--- config.mk ---
export PLATFORM = sky130hd
export DESIGN_NAME = ex_div_seq
export DESIGN_NICKNAME = d
export VERILOG_FILES = /design/src/rtl/ex_div_seq_pkg.sv /design/src/rtl/ex_div_seq_step.sv /design/src/rtl/ex_div_seq.sv
export SDC_FILE = /design/constraint.sdc
export NUM_CORES = 1
export LEC_CHECK = 0
export ABC_CLOCK_PERIOD_IN_PS = 6300
export CAP_MARGIN = 20
export CORE_ASPECT_RATIO = 0.8
export CORE_MARGIN = 2
export CORE_UTILIZATION = 35
export DETAILED_ROUTE_END_ITERATION = 7
export PLACE_DENSITY_LB_ADDON = 0.12
export RECOVER_POWER = 50
export SYNTH_ARGS = -nofsm -noshare
export SYNTH_HDL_FRONTEND = slang
export SYNTH_SLANG_ARGS = --single-unit
--- constraint.sdc ---
create_clock -name clk -period 6.3 [get_ports clk]
set_input_delay 0.945 -clock clk [delete_from_list [all_inputs] [get_ports clk]]
set_output_delay 0.945 -clock clk [all_outputs]
set_load 0.1 [all_outputs]
--- src/rtl/ex_div_seq_pkg.sv ---
// Shared types for the EX-stage divide sequencer: opcode and FSM state encodings
// plus small decode helpers.
package ex_div_seq_pkg;

  typedef enum logic [1:0] {
    DIV_OP_DIV  = 2'd0,
    DIV_OP_DIVU = 2'd1,
    DIV_OP_REM  = 2'd2,
    DIV_OP_REMU = 2'd3
  } div_op_e;

  typedef enum logic [1:0] {
    DIV_IDLE = 2'd0,
    DIV_CALC = 2'd1,
    DIV_DONE = 2'd2
  } div_state_e;

  function automatic logic op_is_signed(div_op_e op);
    return (op == DIV_OP_DIV) || (op == DIV_OP_REM);
  endfunction

  function automatic logic op_is_rem(div_op_e op);
    return (op == DIV_OP_REM) || (op == DIV_OP_REMU);
  endfunction

  // Width of the CALC iteration counter for a given number of CALC cycles.
  function automatic int div_cnt_w(int cycles);
    return (cycles > 1) ? $clog2(cycles) : 1;
  endfunction

endpackage

--- src/rtl/ex_div_seq_step.sv ---
// Combinational array of STEPS restoring-divide steps on an unsigned {rem,quo} pair.
module ex_div_seq_step
  import ex_div_seq_pkg::*;
#(
  parameter int XLEN  = 32,
  parameter int STEPS = 1
) (
  input  logic [XLEN-1:0] rem_in,
  input  logic [XLEN-1:0] quo_in,
  input  logic [XLEN-1:0] divisor,
  output logic [XLEN-1:0] rem_out,
  output logic [XLEN-1:0] quo_out
);

  logic [XLEN-1:0] rem_s [0:STEPS];
  logic [XLEN-1:0] quo_s [0:STEPS];

  assign rem_s[0] = rem_in;
  assign quo_s[0] = quo_in;

  for (genvar i = 0; i < STEPS; i++) begin : g_step
    logic [XLEN:0] trial;
    logic [XLEN:0] diff;
    assign trial = {rem_s[i], quo_s[i][XLEN-1]};
    // rem < divisor holds, so trial < 2*divisor and diff[XLEN] is the borrow.
    assign diff         = trial - {1'b0, divisor};
    assign rem_s[i+1]   = diff[XLEN] ? trial[XLEN-1:0] : diff[XLEN-1:0];
    assign quo_s[i+1]   = {quo_s[i][XLEN-2:0], ~diff[XLEN]};
  end

  assign rem_out = rem_s[STEPS];
  assign quo_out = quo_s[STEPS];

endmodule

--- src/rtl/ex_div_seq.sv ---
// RV32M divide-group sequencer beside the EX ALU: accepts one DIV/DIVU/REM/REMU,
// stalls the pipe while iterating, then presents the result for one DONE cycle.
module ex_div_seq
  import ex_div_seq_pkg::*;
#(
  parameter int XLEN            = 32,
  parameter int STEPS_PER_CYCLE = 1
) (
  input  logic            clk,
  input  logic            rst,
  input  logic            ex_flush,
  input  logic            div_req,
  input  logic [1:0]      div_opcode,
  input  logic [XLEN-1:0] div_dividend,
  input  logic [XLEN-1:0] div_divisor,
  output logic            div_stall,
  output logic            div_done,
  output logic [XLEN-1:0] div_result
);

  localparam int                CYCLES   = XLEN / STEPS_PER_CYCLE;
  localparam int                CNT_W    = div_cnt_w(CYCLES);
  localparam logic [CNT_W-1:0]  CNT_LAST = CNT_W'(CYCLES - 1);
  localparam logic [XLEN-1:0]   MIN_NEG  = {1'b1, {(XLEN-1){1'b0}}};

  div_state_e      state, state_nx;
  logic [CNT_W-1:0] cnt;
  div_op_e         op_q;
  logic            dvd_neg_q, dvs_neg_q;
  logic [XLEN-1:0] rem_q, quo_q, dvs_q, result_q;
  logic [XLEN-1:0] rem_nx, quo_nx, quo_fix, rem_fix;

  logic            accept, in_signed, dvd_neg_in, dvs_neg_in, div_zero, ovf, special;
  logic [XLEN-1:0] dvd_abs, dvs_abs, special_res;
  div_op_e         op_in;

  ex_div_seq_step #(.XLEN(XLEN), .STEPS(STEPS_PER_CYCLE)) u_step (
    .rem_in  (rem_q),
    .quo_in  (quo_q),
    .divisor (dvs_q),
    .rem_out (rem_nx),
    .quo_out (quo_nx)
  );

  // Acceptance decode on the live forwarded operands.
  always_comb begin
    op_in       = div_op_e'(div_opcode);
    accept      = (state == DIV_IDLE) && div_req && !ex_flush;
    in_signed   = op_is_signed(op_in);
    dvd_neg_in  = in_signed && div_dividend[XLEN-1];
    dvs_neg_in  = in_signed && div_divisor[XLEN-1];
    dvd_abs     = dvd_neg_in ? -div_dividend : div_dividend;
    dvs_abs     = dvs_neg_in ? -div_divisor : div_divisor;
    div_zero    = (div_divisor == '0);
    ovf         = in_signed && (div_dividend == MIN_NEG) && (div_divisor == '1);
    special     = div_zero || ovf;
    if (op_is_rem(op_in)) special_res = div_zero ? div_dividend : '0;
    else                  special_res = div_zero ? '1 : MIN_NEG;
  end

  // Sign fixup of the final iteration; dvd_neg_q/dvs_neg_q are already qualified by signedness.
  always_comb begin
    quo_fix = (dvd_neg_q ^ dvs_neg_q) ? -quo_nx : quo_nx;
    rem_fix = dvd_neg_q ? -rem_nx : rem_nx;
  end

  always_comb begin
    state_nx = state;
    unique case (state)
      DIV_IDLE: if (accept) state_nx = special ? DIV_DONE : DIV_CALC;
      DIV_CALC: if (cnt == CNT_LAST) state_nx = DIV_DONE;
      DIV_DONE: state_nx = DIV_IDLE;
      default:  state_nx = DIV_IDLE;
    endcase
    if (ex_flush) state_nx = DIV_IDLE;
  end

  assign div_stall  = !ex_flush && (((state == DIV_IDLE) && div_req) || (state == DIV_CALC));
  assign div_done   = (state == DIV_DONE) && !ex_flush;
  assign div_result = result_q;

  always_ff @(posedge clk or posedge rst) begin
    if (rst) begin
      state     <= DIV_IDLE;
      cnt       <= '0;
      op_q      <= DIV_OP_DIV;
      dvd_neg_q <= 1'b0;
      dvs_neg_q <= 1'b0;
      rem_q     <= '0;
      quo_q     <= '0;
      dvs_q     <= '0;
      result_q  <= '0;
    end else begin
      state <= state_nx;
      if (accept) begin
        op_q      <= op_in;
        dvd_neg_q <= dvd_neg_in;
        dvs_neg_q <= dvs_neg_in;
        dvs_q     <= dvs_abs;
        quo_q     <= dvd_abs;
        rem_q     <= '0;
        cnt       <= '0;
        if (special) result_q <= special_res;
      end else if ((state == DIV_CALC) && !ex_flush) begin
        rem_q <= rem_nx;
        quo_q <= quo_nx;
        cnt   <= cnt + 1'b1;
        if (cnt == CNT_LAST) result_q <= op_is_rem(op_q) ? rem_fix : quo_fix;
      end
    end
  end

endmodule
==> flow_summary.toml <==
[status]
status = "complete, but fails checks"
violations = "DRC, capacitance limit, slew limit"

[clock_tree]
cts.sinks = 138
h-tree-depth = 4
clk_pin_slew_ns = 0.07
cts.repair.resized = 0
cts_setup_buffers = 0
cts_root_buf = "clkbuf_16"
cts_buffer_depth = 2
cts_tree = "yes"
clkLatencyLatePin_ns = 0.45
postCtsHoldBufs = 0
cts_inserted_buffers = 17

[floorplan]
die_w_um = 208
initial_core_util_pct = 35.7
io_pins = 104
die-area_mm2 = 0.0349
core.rowCount = 59
core_area_mm2 = 0.0327
die_y_um = 167

[synth]
yosys.area.top_type = "dfrtp_1"
synthArstFlopShare_pct = 100
synthTopCellsByArea = "dfrtp_1 (30%), o21ai_0 (7.7%), nand2_1 (6.0%)"
synth-edff-count = 0
avgSynthCellArea_um2 = 7.86
ys_seq_area_share_pct = 29.6
synthDistinctLibCells = 88
synth_fp_nets = 1597
ys_ff_latch = 138
netlist_instances = 1487
yosys_most_used_dff = "dfrtp_1"
synth_area_mm2 = 0.0117
yosysWarnings = 0
synth_top_area_share_pct = 29.6

[worst_setup_path]
worstPathArrival_ns = 6.03
cp_data_required_time_ns = 6.60
worstSetupPathType = "register to register"
crit_fanout = 17
crit_path_cell_trace = "inv_1 -> ha_1 -> inv_1 -> fa_1 -> a211oi_2 -> o21a_4 -> a211o_1 -> a21oi_4 -> o221a_2 -> or2_2 -> inv_4 -> mux2i_1 -> ha_1 -> nand2_1 -> or4b_2 -> nor3_1 -> nor4bb_1 -> o211ai_1 -> o21ai_1 -> xnor2_1 -> o21ai_1"
cp.buffers_inverters = 3
start_kind = "register"
path_delay_family = "simple AND/OR/NAND/NOR gates"
cpMaxStageDelayCell = "or4b_2"
critPathMaxStageDelay_ns = 0.66
cp-end-kind = "register"

[global_routing]
grt_pass1_vias = 11000
grt_pass1_wl_mm = 66.2
antenna_found_initial = 2
grt-ovfl-total = 0
grt_max_degree = 70
grt_use_total_pct = 24.6

[run]
drv_cap = 6

[power]
irDropWorstVdd_mv = 0.191
p_leak_uw = 0.00552
power_density_mw_per_mm2 = 238

[routing]
via_per_inst = 5.84
dr.pass1.iters = 8
drt_iter0_drc = 972
antenna_left = 0
vias = 11600
wire_per_inst_um = 21.5
drcViolationCount = 1
drt-total-wl_mm = 42.8

[sta]
finalSetupViolations = 0
max_slew_margin_pct = -127
rsz0062_at_grt = "no"
finalHoldViolations = 0
worst_pin_slew_ns = 3.39
finalCritPeriodShare_pct = 91.0
fin_skew_ns = 0.0142
finalSetupTns_ns = 0
finalWorstSetupSlack_ns = 0.567
post-route-min-period_ns = 5.73
drv_slew = 265
fmax_mhz = 174

[placed_design]
port_buffers = 103
pre_cts_ws_ns = 0.667
placedCellCount = 1958
gp_congestion = 0.876
dpl.hpwl_mm = 32.7

[finish]
num_antenna_cells = 0
drive_above_1_share_pct = 5.50
layout.nets = 1660
stdcell_count = 1990
syn_to_final_growth_pct = 16.9
fillers = 3363

[min_path]
hold_class = "register to register"
## flip-flops by register name, summed over array words and instances, names as in the netlist
register    flops
cnt             5
dvs_q          32
op_q            1
rem_q          32
dvd_neg_q       1
state           2
div_result     32
quo_q          32
dvs_neg_q       1
## synthesized netlist by cell type (all sizes together) (4+ instances only)
cell type    n
ha          39
o21a         6
nor4        16
nand3       26
o31ai       23
clkbuf      61
nand3b       5
o211ai      17
inv         68
a21oi      100
dfrtp      138
nor4b        7
nand2b       9
a31oi       18
a211o        7
buf         18
a221oi       4
nor2        97
and4         8
mux2         6
nor2b        9
o21ai      195
xnor2       68
and2        21
a21o        11
xor2        66
and3        17
nand4       19
or2          4
a21boi       4
mux2i       27
nand2      186
a22oi       34
or4          6
or3         25
a2111oi      5
a211oi      18
nor3        46
a22o         4
## worst min-delay path, delay by kind of cell (launching register included)
kind          cells  cell delay, ns
flops             1            0.34
simple gates      2            0.10
## layer usage
layer  track usage (%)  part of all wire, %  vias up
met4              6.57                  1.7        4
li1                  -                    -     5526
met3              4.95                  7.4       54
met5                 0                0.063        -
met2              35.1                   41      419
met1              37.2                   50     5624
## path summary, 6_finish.rpt
check,startpoint,end,slack (ns),depth (start not counted)
max,quo_q[31],div_result[24],0.57,21
min,div_result[2],div_result[2],0.47,2
max reg2reg,quo_q[31],div_result[24],0.57,21
min reg2reg,div_result[2],div_result[2],0.47,2
max in group asynchronous,rst,div_result[18],1.13,3
min in group asynchronous,rst,quo_q[4],1.92,2
## cell type report
cell class	count	area (um^2)	area share, %
clock buffer	23	498	3.65
clock inverter	9	113	0.824
inverter	68	259	1.90
multi-input combinational	1202	7640	55.9
sequential	138	3450	25.3
tap	427	534	3.91
timing repair buffer	123	1170	8.54
## layout by cell type (no fill, tap or decap), types with 5 or more instances in the layout
cell	Yosys	final
nor2b_1	9	9
nand2_1	186	186
or3_1	24	24
and3_1	17	17
o211ai_1	16	16
and2_1	21	21
and4_1	8	8
nor4_1	15	15
o21ai_0	179	180
ha_1	39	39
xor2_1	66	66
xnor2_1	68	67
a22oi_1	34	34
o21a_1	5	5
clkbuf_1	61	6
nor4b_1	6	5
mux2i_1	27	27
nand3_1	26	26
a21oi_2	5	5
o21ai_1	15	14
dfrtp_1	138	138
mux2_2	5	5
clkdlybuf4s50_1	0	99
clkbuf_8	0	5
nand3b_1	5	5
o31ai_1	20	20
clkbuf_16	0	17
nand4_1	18	18
a211o_1	7	7
inv_1	67	66
or4_1	6	6
nor2_1	97	97
nor3_1	46	46
a21oi_1	94	94
a211oi_1	16	16
buf_4	2	14
a31oi_1	18	18
nand2b_1	9	9
a21o_1	11	11
## cell families (layout without fill, tap and decap cells)
family / count (synthesis) / in the layout / share of synthesized area (%)
and+or+nand+nor: 509 / 509 / 21.5
AOI/OAI and AO/OA: 486 / 486 / 26.5
buffers and inverters: 147 / 223 / 5.24
DFF: 138 / 138 / 29.6
xor gates and xnor gates: 134 / 134 / 10.0
adders and majority gates: 40 / 40 / 4.35
muxes: 33 / 33 / 2.89
## report_power, final
group / switching [uW] / total [uW] / internal [uW]
clock: 427 / 1060 / 636
combinational: 680 / 1090 / 409
sequential: 120 / 1100 / 977
total: 1230 / 3250 / 2020
## metrics by stage
stage / utilization (%) / instance area (um^2) / total power (uW) / hold slack, ns
after global routing: 41.8 / 13700 / 3430 / 0.499
after floorplan: - / 11700 / 1830 / 0.450
final: 41.8 / 13700 / 3250 / 0.473
after detailed placement: 40.0 / 13100 / 2180 / 0.466
after CTS: 41.9 / 13700 / 3260 / 0.481
after global placement: 40.0 / 13100 / 2180 / 0.463
(Power assumes the default switching activity.)
